[src/rtl/v_tile_writer_if.sv]
// Downstream write bus between a v_tile_writer (master) and a tile's write
// ports (slave): per-port request/ready/acknowledge plus the write data.
//   write_en1..3   : master -> slave, write request per port
//   w_data_out1/2  : master -> slave, vector data for ports 1/2
//   w_data_out3    : master -> slave, scalar config data for port 3
//   write_rdy1..3  : slave -> master, port ready
//   write_ack1..3  : slave -> master, write acknowledge
interface v_tile_writer_if #(
  parameter int unsigned width      = 16,
  parameter int unsigned num_inputs = 4
);
  logic             write_en1;
  logic             write_en2;
  logic             write_en3;
  logic [width-1:0] w_data_out1 [num_inputs];
  logic [width-1:0] w_data_out2 [num_inputs];
  logic [width-1:0] w_data_out3;
  logic             write_rdy1;
  logic             write_rdy2;
  logic             write_rdy3;
  logic             write_ack1;
  logic             write_ack2;
  logic             write_ack3;

  modport master (
    output write_en1, write_en2, write_en3,
    output w_data_out1, w_data_out2, w_data_out3,
    input  write_rdy1, write_rdy2, write_rdy3,
    input  write_ack1, write_ack2, write_ack3
  );

  modport slave (
    input  write_en1, write_en2, write_en3,
    input  w_data_out1, w_data_out2, w_data_out3,
    output write_rdy1, write_rdy2, write_rdy3,
    output write_ack1, write_ack2, write_ack3
  );
endinterface

[src/rtl/v_tile_writer.sv]
// Producer-side writer for v_tile write ports. Finished result vectors are
// queued in a small FIFO and forwarded, strictly in order, to the downstream
// tile's vector port 1, vector port 2 or scalar config port 3 using the
// write_en / write_rdy / write_ack handshake. Route 3 discards the entry.
//   clk, reset  : clock, asynchronous active-high reset
//   in_valid    : one-cycle strobe qualifying in_data / in_dest
//   in_data     : result vector (num_inputs elements of width bits)
//   in_dest     : [1:0] route (0: port1, 1: port2, 2: port3, 3: drop), [3:2] ignored
//   in_ready    : FIFO not full
//   busy        : FIFO non-empty or a write in progress
//   overflow    : sticky, input arrived while the FIFO was full
//   drop_count  : saturating count of route-3 entries discarded
//   wr          : downstream write bus (master side)
module v_tile_writer #(
  parameter int unsigned width      = 16,
  parameter int unsigned num_inputs = 4,
  parameter int unsigned fifo_depth = 4
) (
  input  logic             clk,
  input  logic             reset,
  input  logic             in_valid,
  input  logic [width-1:0] in_data [num_inputs],
  input  logic [3:0]       in_dest,
  output logic             in_ready,
  output logic             busy,
  output logic             overflow,
  output logic [7:0]       drop_count,
  v_tile_writer_if.master  wr
);

  localparam int unsigned PTR_W = (fifo_depth > 1) ? $clog2(fifo_depth) : 1;
  localparam int unsigned CNT_W = $clog2(fifo_depth + 1);
  localparam logic [CNT_W-1:0] CNT_FULL   = CNT_W'(fifo_depth);
  localparam logic [1:0]       ROUTE_DROP = 2'd3;

  typedef enum logic [1:0] {
    ST_IDLE = 2'd0,
    ST_REQ  = 2'd1,
    ST_ACK  = 2'd2,
    ST_REL  = 2'd3
  } state_e;

  state_e           state_q,      state_d;
  logic [width-1:0] mem_data_q  [fifo_depth][num_inputs];
  logic [width-1:0] mem_data_d  [fifo_depth][num_inputs];
  logic [1:0]       mem_route_q [fifo_depth];
  logic [1:0]       mem_route_d [fifo_depth];
  logic [PTR_W-1:0] wr_ptr_q,     wr_ptr_d;
  logic [PTR_W-1:0] rd_ptr_q,     rd_ptr_d;
  logic [CNT_W-1:0] count_q,      count_d;
  logic [width-1:0] data_q [num_inputs];
  logic [width-1:0] data_d [num_inputs];
  logic [1:0]       route_q,      route_d;
  logic [2:0]       wen_q,        wen_d;
  logic             in_ready_q,   in_ready_d;
  logic             busy_q,       busy_d;
  logic             overflow_q,   overflow_d;
  logic [7:0]       drop_count_q, drop_count_d;

  logic full_c;
  logic push_c;
  logic pop_c;
  logic sel_rdy_c;
  logic sel_ack_c;
  logic unused_dest_c;

  // Reserved destination bits carry no meaning here.
  assign unused_dest_c = ^in_dest[3:2];

  assign full_c = (count_q == CNT_FULL);
  assign push_c = in_valid && !full_c;
  // Entries leave the FIFO only while the FSM is idle.
  assign pop_c  = (state_q == ST_IDLE) && (count_q != '0);

  // Only the routed port's ready/ack are observed.
  always_comb begin
    sel_rdy_c = 1'b0;
    sel_ack_c = 1'b0;
    case (route_q)
      2'd0: begin
        sel_rdy_c = wr.write_rdy1;
        sel_ack_c = wr.write_ack1;
      end
      2'd1: begin
        sel_rdy_c = wr.write_rdy2;
        sel_ack_c = wr.write_ack2;
      end
      2'd2: begin
        sel_rdy_c = wr.write_rdy3;
        sel_ack_c = wr.write_ack3;
      end
      default: begin
        sel_rdy_c = 1'b0;
        sel_ack_c = 1'b0;
      end
    endcase
  end

  // FIFO storage, pointers and occupancy.
  always_comb begin
    mem_data_d  = mem_data_q;
    mem_route_d = mem_route_q;
    wr_ptr_d    = wr_ptr_q;
    rd_ptr_d    = rd_ptr_q;
    count_d     = count_q;
    if (push_c) begin
      mem_data_d[wr_ptr_q]  = in_data;
      mem_route_d[wr_ptr_q] = in_dest[1:0];
      wr_ptr_d              = wr_ptr_q + PTR_W'(1);
    end
    if (pop_c) begin
      rd_ptr_d = rd_ptr_q + PTR_W'(1);
    end
    case ({push_c, pop_c})
      2'b10:   count_d = count_q + CNT_W'(1);
      2'b01:   count_d = count_q - CNT_W'(1);
      default: count_d = count_q;
    endcase
  end

  // Handshake FSM, output data register and status.
  always_comb begin
    state_d      = state_q;
    data_d       = data_q;
    route_d      = route_q;
    wen_d        = wen_q;
    drop_count_d = drop_count_q;
    // A full FIFO refuses the input even if an entry leaves this cycle.
    overflow_d   = overflow_q | (in_valid & full_c);

    case (state_q)
      ST_IDLE: begin
        if (pop_c) begin
          data_d  = mem_data_q[rd_ptr_q];
          route_d = mem_route_q[rd_ptr_q];
          if (mem_route_q[rd_ptr_q] == ROUTE_DROP) begin
            if (drop_count_q != 8'hFF) begin
              drop_count_d = drop_count_q + 8'd1;
            end
          end else begin
            state_d = ST_REQ;
          end
        end
      end
      ST_REQ: begin
        if (sel_rdy_c) begin
          wen_d   = 3'(3'b001 << route_q);
          state_d = ST_ACK;
        end
      end
      ST_ACK: begin
        // Request stays up even if ready drops; only ack completes it.
        if (sel_ack_c) begin
          wen_d   = '0;
          state_d = ST_REL;
        end
      end
      ST_REL: begin
        // Wait for ack release so one ack is never counted twice.
        if (!sel_ack_c) begin
          state_d = ST_IDLE;
        end
      end
      default: begin
        state_d = ST_IDLE;
        wen_d   = '0;
      end
    endcase

    busy_d     = (count_d != '0) || (state_d != ST_IDLE);
    in_ready_d = (count_d != CNT_FULL);
  end

  // State registers.
  always_ff @(posedge clk or posedge reset) begin
    if (reset) begin
      state_q      <= ST_IDLE;
      wr_ptr_q     <= '0;
      rd_ptr_q     <= '0;
      count_q      <= '0;
      route_q      <= '0;
      wen_q        <= '0;
      in_ready_q   <= 1'b1;
      busy_q       <= 1'b0;
      overflow_q   <= 1'b0;
      drop_count_q <= '0;
      for (int i = 0; i < int'(fifo_depth); i++) begin
        mem_route_q[i] <= '0;
        for (int j = 0; j < int'(num_inputs); j++) begin
          mem_data_q[i][j] <= '0;
        end
      end
      for (int j = 0; j < int'(num_inputs); j++) begin
        data_q[j] <= '0;
      end
    end else begin
      state_q      <= state_d;
      wr_ptr_q     <= wr_ptr_d;
      rd_ptr_q     <= rd_ptr_d;
      count_q      <= count_d;
      route_q      <= route_d;
      wen_q        <= wen_d;
      in_ready_q   <= in_ready_d;
      busy_q       <= busy_d;
      overflow_q   <= overflow_d;
      drop_count_q <= drop_count_d;
      mem_route_q  <= mem_route_d;
      mem_data_q   <= mem_data_d;
      data_q       <= data_d;
    end
  end

  assign in_ready       = in_ready_q;
  assign busy           = busy_q;
  assign overflow       = overflow_q;
  assign drop_count     = drop_count_q;
  assign wr.write_en1   = wen_q[0];
  assign wr.write_en2   = wen_q[1];
  assign wr.write_en3   = wen_q[2];
  assign wr.w_data_out1 = data_q;
  assign wr.w_data_out2 = data_q;
  assign wr.w_data_out3 = data_q[0];

endmodule

[src/flat_wrapper.sv]
// flat-port wrapper written by rule: the top's interface ports become plain ports
module v_tile_writer_flat 
#(
  parameter int unsigned width      = 16,
  parameter int unsigned num_inputs = 4,
  parameter int unsigned fifo_depth = 4
)
  (clk, reset, in_valid, in_data, in_dest, in_ready, busy, overflow, drop_count, wr_write_en1, wr_write_en2, wr_write_en3, wr_w_data_out1, wr_w_data_out2, wr_w_data_out3, wr_write_rdy1, wr_write_rdy2, wr_write_rdy3, wr_write_ack1, wr_write_ack2, wr_write_ack3);
  v_tile_writer_if #(.width(width), .num_inputs(num_inputs)) wr_i ();
  input  logic clk;
  input  logic reset;
  input  logic in_valid;
  input  logic [width-1:0] in_data[num_inputs];
  input  logic [3:0] in_dest;
  output logic in_ready;
  output logic busy;
  output logic overflow;
  output logic [7:0] drop_count;
  output wire logic [$bits(wr_i.write_en1)-1:0] wr_write_en1;
  output wire logic [$bits(wr_i.write_en2)-1:0] wr_write_en2;
  output wire logic [$bits(wr_i.write_en3)-1:0] wr_write_en3;
  output wire logic [$bits(wr_i.w_data_out1)-1:0] wr_w_data_out1;
  output wire logic [$bits(wr_i.w_data_out2)-1:0] wr_w_data_out2;
  output wire logic [$bits(wr_i.w_data_out3)-1:0] wr_w_data_out3;
  input wire logic [$bits(wr_i.write_rdy1)-1:0] wr_write_rdy1;
  input wire logic [$bits(wr_i.write_rdy2)-1:0] wr_write_rdy2;
  input wire logic [$bits(wr_i.write_rdy3)-1:0] wr_write_rdy3;
  input wire logic [$bits(wr_i.write_ack1)-1:0] wr_write_ack1;
  input wire logic [$bits(wr_i.write_ack2)-1:0] wr_write_ack2;
  input wire logic [$bits(wr_i.write_ack3)-1:0] wr_write_ack3;
  assign wr_write_en1 = wr_i.write_en1;
  assign wr_write_en2 = wr_i.write_en2;
  assign wr_write_en3 = wr_i.write_en3;
  assign wr_w_data_out1 = {>>{wr_i.w_data_out1}};
  assign wr_w_data_out2 = {>>{wr_i.w_data_out2}};
  assign wr_w_data_out3 = wr_i.w_data_out3;
  assign wr_i.write_rdy1 = wr_write_rdy1;
  assign wr_i.write_rdy2 = wr_write_rdy2;
  assign wr_i.write_rdy3 = wr_write_rdy3;
  assign wr_i.write_ack1 = wr_write_ack1;
  assign wr_i.write_ack2 = wr_write_ack2;
  assign wr_i.write_ack3 = wr_write_ack3;
  v_tile_writer #(.width(width), .num_inputs(num_inputs), .fifo_depth(fifo_depth)) u_core (.clk(clk), .reset(reset), .in_valid(in_valid), .in_data(in_data), .in_dest(in_dest), .in_ready(in_ready), .busy(busy), .overflow(overflow), .drop_count(drop_count), .wr(wr_i));
endmodule
[config.mk]
export PLATFORM = sky130hd
export DESIGN_NAME = v_tile_writer_flat
export DESIGN_NICKNAME = d
export VERILOG_FILES = /design/src/rtl/v_tile_writer_if.sv /design/src/rtl/v_tile_writer.sv /design/src/flat_wrapper.sv
export SDC_FILE = /design/constraint.sdc
export NUM_CORES = 1
export LEC_CHECK = 0
export BUFFER_PORTS_ARGS = -buffer_cell sky130_fd_sc_hd__buf_2
export CORE_MARGIN = 1.5
export CORE_UTILIZATION = 62
export DETAILED_ROUTE_END_ITERATION = 12
export PLACE_DENSITY = 0.82
export SLEW_MARGIN = 15
export SYNTH_ARGS = -nofsm -noshare
export SYNTH_HDL_FRONTEND = slang
export SYNTH_SLANG_ARGS = --single-unit
[constraint.sdc]
create_clock -name clk -period 20.7 [get_ports clk]
set_input_delay 2.07 -clock clk [delete_from_list [all_inputs] [get_ports clk]]
set_output_delay 2.07 -clock clk [all_outputs]
set_load 0.005 [all_outputs]
## Yosys cells after proc, flatten, opt, wreduce, memory -nomap -nowiden

Index checks and enable logic that the tools add are counted.

- Bits in registers: 353
- Input bits: 77
- Output and inout port bits: 158
- Logic and storage cells: 98

- Add/subtract/negate cells: 5
- Magnitude comparators: 3
- Equality and inequality tests: 13
- Shifts and indexed selects: 1
- Mux-type cells: 24
- Bitwise operators: 4
- Reduce and logical (&&, ||, !) cells: 14

Operators with widths:

| operator | count |
|---|---|
| 256-bit bitwise mux | 1 |
| 64-bit two-way mux | 3 |
| 64-bit binary-select mux with 2-bit select | 1 |
| 64-bit demux with 2-bit select | 1 |
| 2-bit two-way mux | 8 |
| 3-bit case mux with 2 select lines | 2 |
| 2-bit equality test (second input constant) | 5 |
| 8-bit by 1-bit adder with 8-bit output (second input constant) | 1 |
| 8-bit bitwise mux | 1 |
| 8-bit != test (second input constant) | 1 |
| 2-bit case mux with 4 select lines | 1 |
| 2-bit by 1-bit equality test with 1-bit output (second input constant) | 3 |
| 3-bit greater-or-equal comparator (second input constant) | 2 |
| 3-bit two-way mux | 2 |
| 2-bit inverter with 3-bit output | 2 |
| 1-bit case mux with 3 select lines | 2 |
| 3-bit nonzero test | 2 |
| 2-bit by 1-bit adder with 2-bit output (second input constant) | 2 |
| 2-bit binary-select mux with 2-bit select | 1 |
| 2-bit demux with 2-bit select | 1 |
| 2-bit logical NOT | 2 |
| 2-bit by 1-bit != test with 1-bit output (second input constant) | 2 |
| 4-bit AND reduction | 1 |
| 2-bit nonzero test | 2 |
| other kinds (13) | 15 |

## Logic depth before layout (Yosys ltp)

Gate-level depths: netlist of the first run.

- Depth after elaboration: 10
- Gate-level depth with buffers: 12
- Depth with buffers taken out: 11

## Least setup slack after synthesis of the first run

OpenSTA, ideal clock, no wires.

- Kind: input to register
- From: input port in_valid
- To: register u_core.busy_q, in the netlist u_core.busy
- Library setup time: 0.148 ns
- Data arrival time: 3.470 ns
- Required time: 20.552 ns
- Path slack: 17.082 ns
- Stages: 9
- Path buffers: 0
- Cell sequence: a21boi_4 -> inv_1 -> ha_1 -> inv_1 -> fa_1 -> nor2b_1 -> a21o_1 -> o2111a_1 -> nand4_1

- Cells in the longest elaborated chain, start to end: 5
- Elaborated cells between the ends (all ways): 6
- Those cells by class: 2 x eq/ne; 1 x mux; 3 x reduce/logical

Ends and longest elaborated chain:

| element | RTL line | text |
|---|---|---|
| from (decl) | flat_wrapper.sv:12 | `input logic in_valid;` |
| 1-bit logical AND * | v_tile_writer.sv:71 | `assign push_c = in_valid && !full_c;` |
| 2-bit by 1-bit equality test with 1-bit output or 2-bit equality test (tied branches) | v_tile_writer.sv:114 | `case ({push_c, pop_c})` |
| 3-bit case mux with 2 select lines * | v_tile_writer.sv:114 |  |
| 3-bit nonzero test * | v_tile_writer.sv:170 | `busy_d = (count_d != '0) \|\| (state_d != ST_IDLE);` |
| 1-bit logical OR * | v_tile_writer.sv:170 |  |
| named net u_core.busy_d | v_tile_writer.sv:56 | `logic busy_q, busy_d;` |
| to (signal assigned) | v_tile_writer.sv:204 | `busy_q <= busy_d;` |
| to (decl) | v_tile_writer.sv:56 |  |

Mark *: on every way through the listed nets, which the timed path passes. The rest lies on a longest branch.
A chain may end at the register's enable or synchronous reset.

## Final worst setup path of the first run

Ends and elaborated chain as after synthesis.

==> results of run 1 <==
sequential cells by signal (all words and copies together) (netlist names):
signal	cells
u_core.mem_data_q	256
u_core.wr.w_data_out1	48
u_core.wr.w_data_out3	16
u_core.drop_count	8
u_core.mem_route_q	8
u_core.count_q	3
u_core.wen_q	3
u_core.rd_ptr_q	2
u_core.route_q	2
u_core.state_q	2
u_core.wr_ptr_q	2
u_core.busy	1
u_core.in_ready	1
u_core.overflow	1
metrics by stage:
step,hold WS [ns],power [uW],cell area [um2]
after floorplan,0.459,2180,15800
after global placement,0.453,2370,16500
after detailed placement,0.461,2430,16500
after CTS,0.477,3080,17600
after global routing,0.492,3250,17600
final,0.473,3050,17700
cells by family (layout without fill, tap and decap cells):
| kind of cell | Yosys count | in the layout | synth area share [%] |
|---|---|---|---|
| DFF | 353 | 353 | 56.0 |
| muxes | 337 | 337 | 28.7 |
| and+or+nand+nor | 240 | 240 | 6.18 |
| buffers and inverters | 153 | 317 | 6.54 |
| AOI/OAI and AO/OA | 20 | 20 | 1.02 |
| adders and majority gates | 11 | 11 | 0.920 |
| xor gates and xnor gates | 11 | 11 | 0.611 |
| other | 0 | 2 | 0 |
final timing paths:
check	startpoint	to	slack [ns]	depth (start not counted)
setup / recovery	in_valid	u_core.busy	17.14	10
hold / removal	u_core.overflow	u_core.overflow	0.47	1
setup reg to reg	u_core.rd_ptr_q[1]	u_core.drop_count[1]	17.85	5
hold reg to reg	u_core.overflow	u_core.overflow	0.47	1
max in group asynchronous	reset	u_core.wr.w_data_out1[6]	17.42	3
min in group asynchronous	reset	u_core.mem_data_q[38]	1.70	2
placed cells by master (no fill, tap or decap), types with 11 or more instances in the layout:
master	synthesis	layout
buf_2	26	232
clkbuf_1	14	13
dfrtp_1	352	350
clkbuf_16	0	37
mux2_2	256	256
nand2_1	207	203
mux2_1	13	13
mux4_2	66	66
inv_1	13	11
cell usage after synthesis, types with 2 or more instances:
cell type	number	share of area, %
nand2b_1	2	0.079
nor3_1	5	0.16
mux2_1	13	0.93
xor2_1	7	0.39
clkbuf_1	14	0.33
inv_1	13	0.31
nor3b_1	4	0.19
ha_1	10	0.79
nand2_1	207	4.9
nand3_1	4	0.13
mux2_2	256	18
o21ai_0	4	0.13
mux4_2	66	9.4
nand4_1	2	0.079
a21o_1	2	0.095
nor2_1	5	0.12
buf_4	81	3.9
dfrtp_1	352	56
mux2i_1	2	0.13
a21oi_1	2	0.063
nand3b_1	3	0.14
buf_2	26	0.82
buf_1	2	0.048
o211ai_1	2	0.095
buf_6	16	1.1
nor2b_1	3	0.12
xnor2_1	4	0.22
layer usage:
layer / vias up / routed length, um / share of wire (%) / track usage, %
met5: - / 7 / 0.023 / 0
met4: 2 / 484 / 1.6 / 6.01
met3: 50 / 1540 / 5.0 / 4.30
met2: 240 / 15400 / 51 / 40.4
met1: 4744 / 13100 / 43 / 32.5
li1: 4143 / - / - / -
cell type report:
cell class | instances | area share (%)
Tap cell | 330 | 2.34
Sequential cell | 353 | 50.1
Inverter | 13 | 0.319
Antenna cell | 2 | 0.0284
Clock buffer | 60 | 6.30
Clock inverter | 5 | 0.326
Multi-Input combinational cell | 619 | 33.7
Timing Repair Buffer | 239 | 6.88
where the power goes:
group | switching (uW) | internal (uW)
registers | 233 | 1040
logic | 490 | 652
clock network | 255 | 379
critical path, cell delays in order:
cell and delay, ns:
buf_2 0.10, a21boi_4 0.44, inv_1 0.09, ha_1 0.23, inv_1 0.07, fa_1 0.41
nor2b_1 0.16, a21o_1 0.21, o2111a_1 0.12, nand4_1 0.09
==> impl_results.md, run 1 <==
- Outcome: finished, final reports clean
- IO Pins: 235
- Final setup fails: 0
- Post-synthesis sequential area ratio: 56.0%
- Min-Delay Path Class: reg2reg
- Fill cells: 1703
- Post-synth EDFFs: 0
- Syn Nets: 1213
- Hpwl dp: 17.2 mm
- Die Y: between 150 and 200 um
- Post-Syn Area: 15800 um2
- Drt pass-1 iters: 4
- Post-CTS sizing: 0
- Synth Instances: 1125
- Max-Cap Viols: 0
- Core area: 25100 um2
- Largest net degree at the start of global routing: 113
- Critical Path AT: 4.00 ns
- Maximum vdd drop: 0.000135 V
- CTS clk-pin slew, worst paths: 0.06 ns
- Pre-CTS setup slack: 16.64 ns
- Via/cell ratio: between 5 and 6
- Yosys warning total: 0
- Netlist cell types: 45
- Clock skew: between 0.008 and 0.009 ns
- Die ar.: 26400 um2
- GRT Util Overall: a little under a quarter
- Dpl cells: 1554
- DR iter-0 viols: between 500 and 600
- Setup_tns: 0 ns
- Setup ws final: 17.14 ns
- H-tree levels: 2
- Crit. End Element: flip-flop
- Pwr Density: 173 nW/um2
- Crit share post-route: 17.2%
- First-pass GRT wire length: 49.5 mm
- Drt total wl: approximately 30 mm
- Async set-reset flop share out of synthesis: 100%
- Final slew viol count: 0
- Main synth FF type: dfrtp_1
- Final Hold Vio Count: 0
- CTS buffer count: 36
- Worst-Margin Slew: 1.11 ns
- Share of layout cells above drive strength 1: 48.6%
- Via count: about 9000
- Port buffer count: 232
- Seq cells post-synth: 353
- Syn_area_per_cell: 14.0 um2
- Chip Width: 163 um
- Starting Density: 62.8%
- Finished Layout Cells: 1621
- # DRC: 0
- Initial antenna violation count: 3
- Cts hold-fix bufs: 0
- Worst-skew pair later-pin latency: 0.51 ns
- Vias in the first global route: around 9500
- Highest clock rate: 281 MHz
- Fin crit period: approximately 3.6 ns
- DR WL/cell: 18.8 um
- Maximum fanout along the worst path: 8
- CTS tree: yes
- Final #Nets: 1350
- Startpoint type of the worst setup path: input port
- CTS sink count: between 300 and 400
- Gpl congestion: 0.802
- Max Buffers Root-to-Sink: 3
- GRT overflow: 0
- RSZ-0062 raised after global routing: no
- Fin util: a little over two thirds
- Data required time at the worst endpoint: 21.14 ns
- Slew HR: 26.3%
- Area Growth Syn to Fin: 11.9%
- Critical path class: in2reg
- Multi-input logic area: 5950 um2
- Row count: 58
- Leak: 0.00837 uW
- Antenna Violating Nets Remaining: 0
- CTS root buffer: clkbuf_16
- Post-CTS Setup Bufs: 0
- Register Area: 8840 um2
Power figures use the tool's default switching activity.
==> inputs of run 2 (changes only) <==
- CORE_UTILIZATION: 62 -> 57
- PLACE_DENSITY: 0.82 -> 0.76
- clock period: 20.7 -> 3.3 ns (I/O delays scaled with it)
==> impl_results.md, run 2 (synthesis gave the netlist of run 1 again) <==
- Drt pass-1 iters: 4 (unchanged)
- Final slew viol count: 0 (unchanged)
- Die ar.: 28700 um2 (+8.6%)
- RSZ-0062 raised after global routing: no
- Comb pwr share: 37.7% (+0.3 points)
- DR iter-0 viols: 495 (-4.4%)
- Finished Layout Cells: 1643 (+1.4%)
- Crit. End Element: flip-flop
- CTS sink count: 353 (unchanged)
- Row count: 60 (+3.4%)
- Highest clock rate: 394 MHz
- Final Hold Vio Count: 0 (unchanged)
- Hold Slack: 0.0728 ns (-0.400 ns)
- CP Capture Point: u_core.busy
- CTS tree: yes
- Antenna Violating Nets Remaining: 0 (unchanged)
- Maximum vdd drop: 0.000628 V (+370%)
- Initial antenna violation count: 2 (-1)
- Worst-skew pair later-pin latency: 0.52 ns (about the same)
- Clk pwr share: 22.0% (+1.2 points)
- Switching power: 6230 uW (+540%)
- Hold Startpoint: in_data[30]
- Uppermost layer routed: met5
- Crit share post-route: 76.8%
- Startpoint type of the worst setup path: flip-flop
- Met2 WL: 15.3 mm (-0.51%)
- Final #Nets: 1362 (+0.89%)
- Critical Path AT: 2.90 ns (-1.10 ns)
- Switching Share: 31.9% (-0.14 points)
- Via/cell ratio: 5.56 (-1.8%)
- Max-Cap Viols: 0 (unchanged)
- DR WL/cell: 18.9 um (+0.28%)
- Max reg flops: 256 (unchanged)
- Dpl cells: 1574 (+1.3%)
- Biggest register: u_core.mem_data_q
- CTS clk-pin slew, worst paths: 0.06 ns (about the same)
- Leak: 0.00849 uW (+1.4%)
- Die Y: 169 um (+4.2%)
- CTS root buffer: clkbuf_16
- Vias in the first global route: 9521 (+0.42%)
- Port buffer count: 232 (unchanged)
- Starting Density: 58.4% (-4.5 points)
- Pwr Density: 1090 nW/um2 (+530%)
- Slew HR: 40.3% (+14 points)
- Final setup fails: 0 (unchanged)
- Maximum fanout along the worst path: 6 (-2)
- Terminus of the critical flop-to-flop path: u_core.busy
- Clock skew: 0.00998 ns (+0.00160 ns)
- Core area: 27000 um2 (+7.6%)
- Fin util: 66.3% (-4.0 points)
- Fin crit period: 2.54 ns
- # DRC: 0 (unchanged)
- Critical path class: reg2reg
- GRT Util Overall: 22.3% (-1.6 points)
- Via count: 9132 (-0.51%)
- Data required time at the worst endpoint: 3.66 ns (-17.48 ns)
- Area Growth Syn to Fin: 13.6%
- Cts hold-fix bufs: 1 (+1)
- Share of layout cells above drive strength 1: 49.2% (+0.63 points)
- Worst setup path startpoint: u_core.state_q[1]
- Post-CTS Setup Bufs: 0 (unchanged)
- Most frequent cells in the layout: dfrtp_1, mux2_2, buf_2
- Metal3 WL: 1.34 mm (-13%)
- Reg2reg setup slack: 0.76 ns (-17.09 ns)
- H-tree levels: 2 (unchanged)
- Hpwl dp: 18.7 mm (+8.7%)
- Largest net degree at the start of global routing: 139 (+23%)
- GRT overflow: 0 (unchanged)
- Reg2Reg Launch Point: u_core.state_q[1]
- Sequential share of power: 40.3% (-1.5 points)
- Final instance area: 17900 um2 (+1.5%)
- Max Buffers Root-to-Sink: 3 (unchanged)
- IO Pins: 235 (unchanged)
- Dpl cell area: 16600 um2 (+1.0%)
- P_int: 13300 uW (+540%)
- Commonest non-fill, non-tap cell in the layout: dfrtp_1
- Worst-Margin Slew: 0.895 ns (-0.211 ns)
- Outcome: finished, final reports clean
- Post-CTS sizing: 0 (unchanged)
- Gpl congestion: 0.789 (-1.6%)
- Drt total wl: 31.0 mm (+1.6%)
- Chip Width: 169 um (+4.2%)
- First-pass GRT wire length: 50.4 mm (+1.7%)
- Min-Delay Path Class: in2reg
- M1 WL: 13.6 mm (+4.5%)
- CTS buffer count: 38 (+5.6%)
- Reg2reg path depth: 11 (+6)
run 2: changes by cell type in the layout (fill, tap and decap cells not counted), sizes merged:
cell / change
diode: -1
buf: +9
inv: -3
clkinvlp: +3
dlygate4sd3: +1
bufinv: +2
clkbuf: -5
clkinv: +5
run 2: final cells by class:
class	count	area [um2]
Antenna cell	1	2.50
Clock buffer	55	1120
Clock inverter	12	148
Fill cell	1960	9100
Inverter	13	52.6
Multi-Input combinational cell	619	5950
Sequential cell	353	8840
Tap cell	341	427
Timing Repair Buffer	249	1380
run 2: worst min-delay path by stage:
| stage | slack (ns) | to | depth (start not counted) |
|---|---|---|---|
| after CTS | 0.06 | u_core.mem_data_q[42] | 2 |
| after floorplan | 0.46 | u_core.mem_data_q[128] | 1 |
| after global placement | 0.37 | u_core.wr.w_data_out1[30] | 2 |
| final | 0.07 | u_core.mem_data_q[158] | 2 |
| after global routing | 0.07 | u_core.mem_data_q[43] | 2 |
| after detailed placement | 0.37 | u_core.wr.w_data_out1[30] | 2 |
run 2: power by group through the flow:
stage / sequential, uW / clock, uW / combinational (uW)
finish: 7870 / 4290 / 7360
global route: 8160 / 4550 / 8100
CTS: 7870 / 4380 / 7490
detailed placement: 7910 / 0 / 7420
global placement: 7780 / 0 / 7220
floorplan: 7480 / 0 / 6190
run 2: worst max-delay path, cell delays in order (launching register included):
cell,delay (ns)
dfrtp_1,0.43
inv_1,0.15
ha_1,0.29
o31ai_4,0.12
inv_2,0.07
ha_1,0.17
inv_1,0.06
fa_1,0.47
nor2b_1,0.18
a21o_1,0.17
o2111a_1,0.17
nand4_1,0.10
run 2: through the flow:
stage / total power (uW) / worst slack [ns] / TNS (ns)
finish: 19500 / 0.765 / 0
global route: 20800 / 0.562 / 0
CTS: 19700 / 0.766 / 0
detailed placement: 15300 / 0.795 / 0
global placement: 15000 / 0.880 / 0
floorplan: 13700 / -1.76 / -619.13
run 2: per-layer routing:
metal	vias up	global-route usage, %
met1	4699	30.5
met2	229	37.6
li1	4155	-
met3	47	3.36
met5	-	0
met4	2	6.43
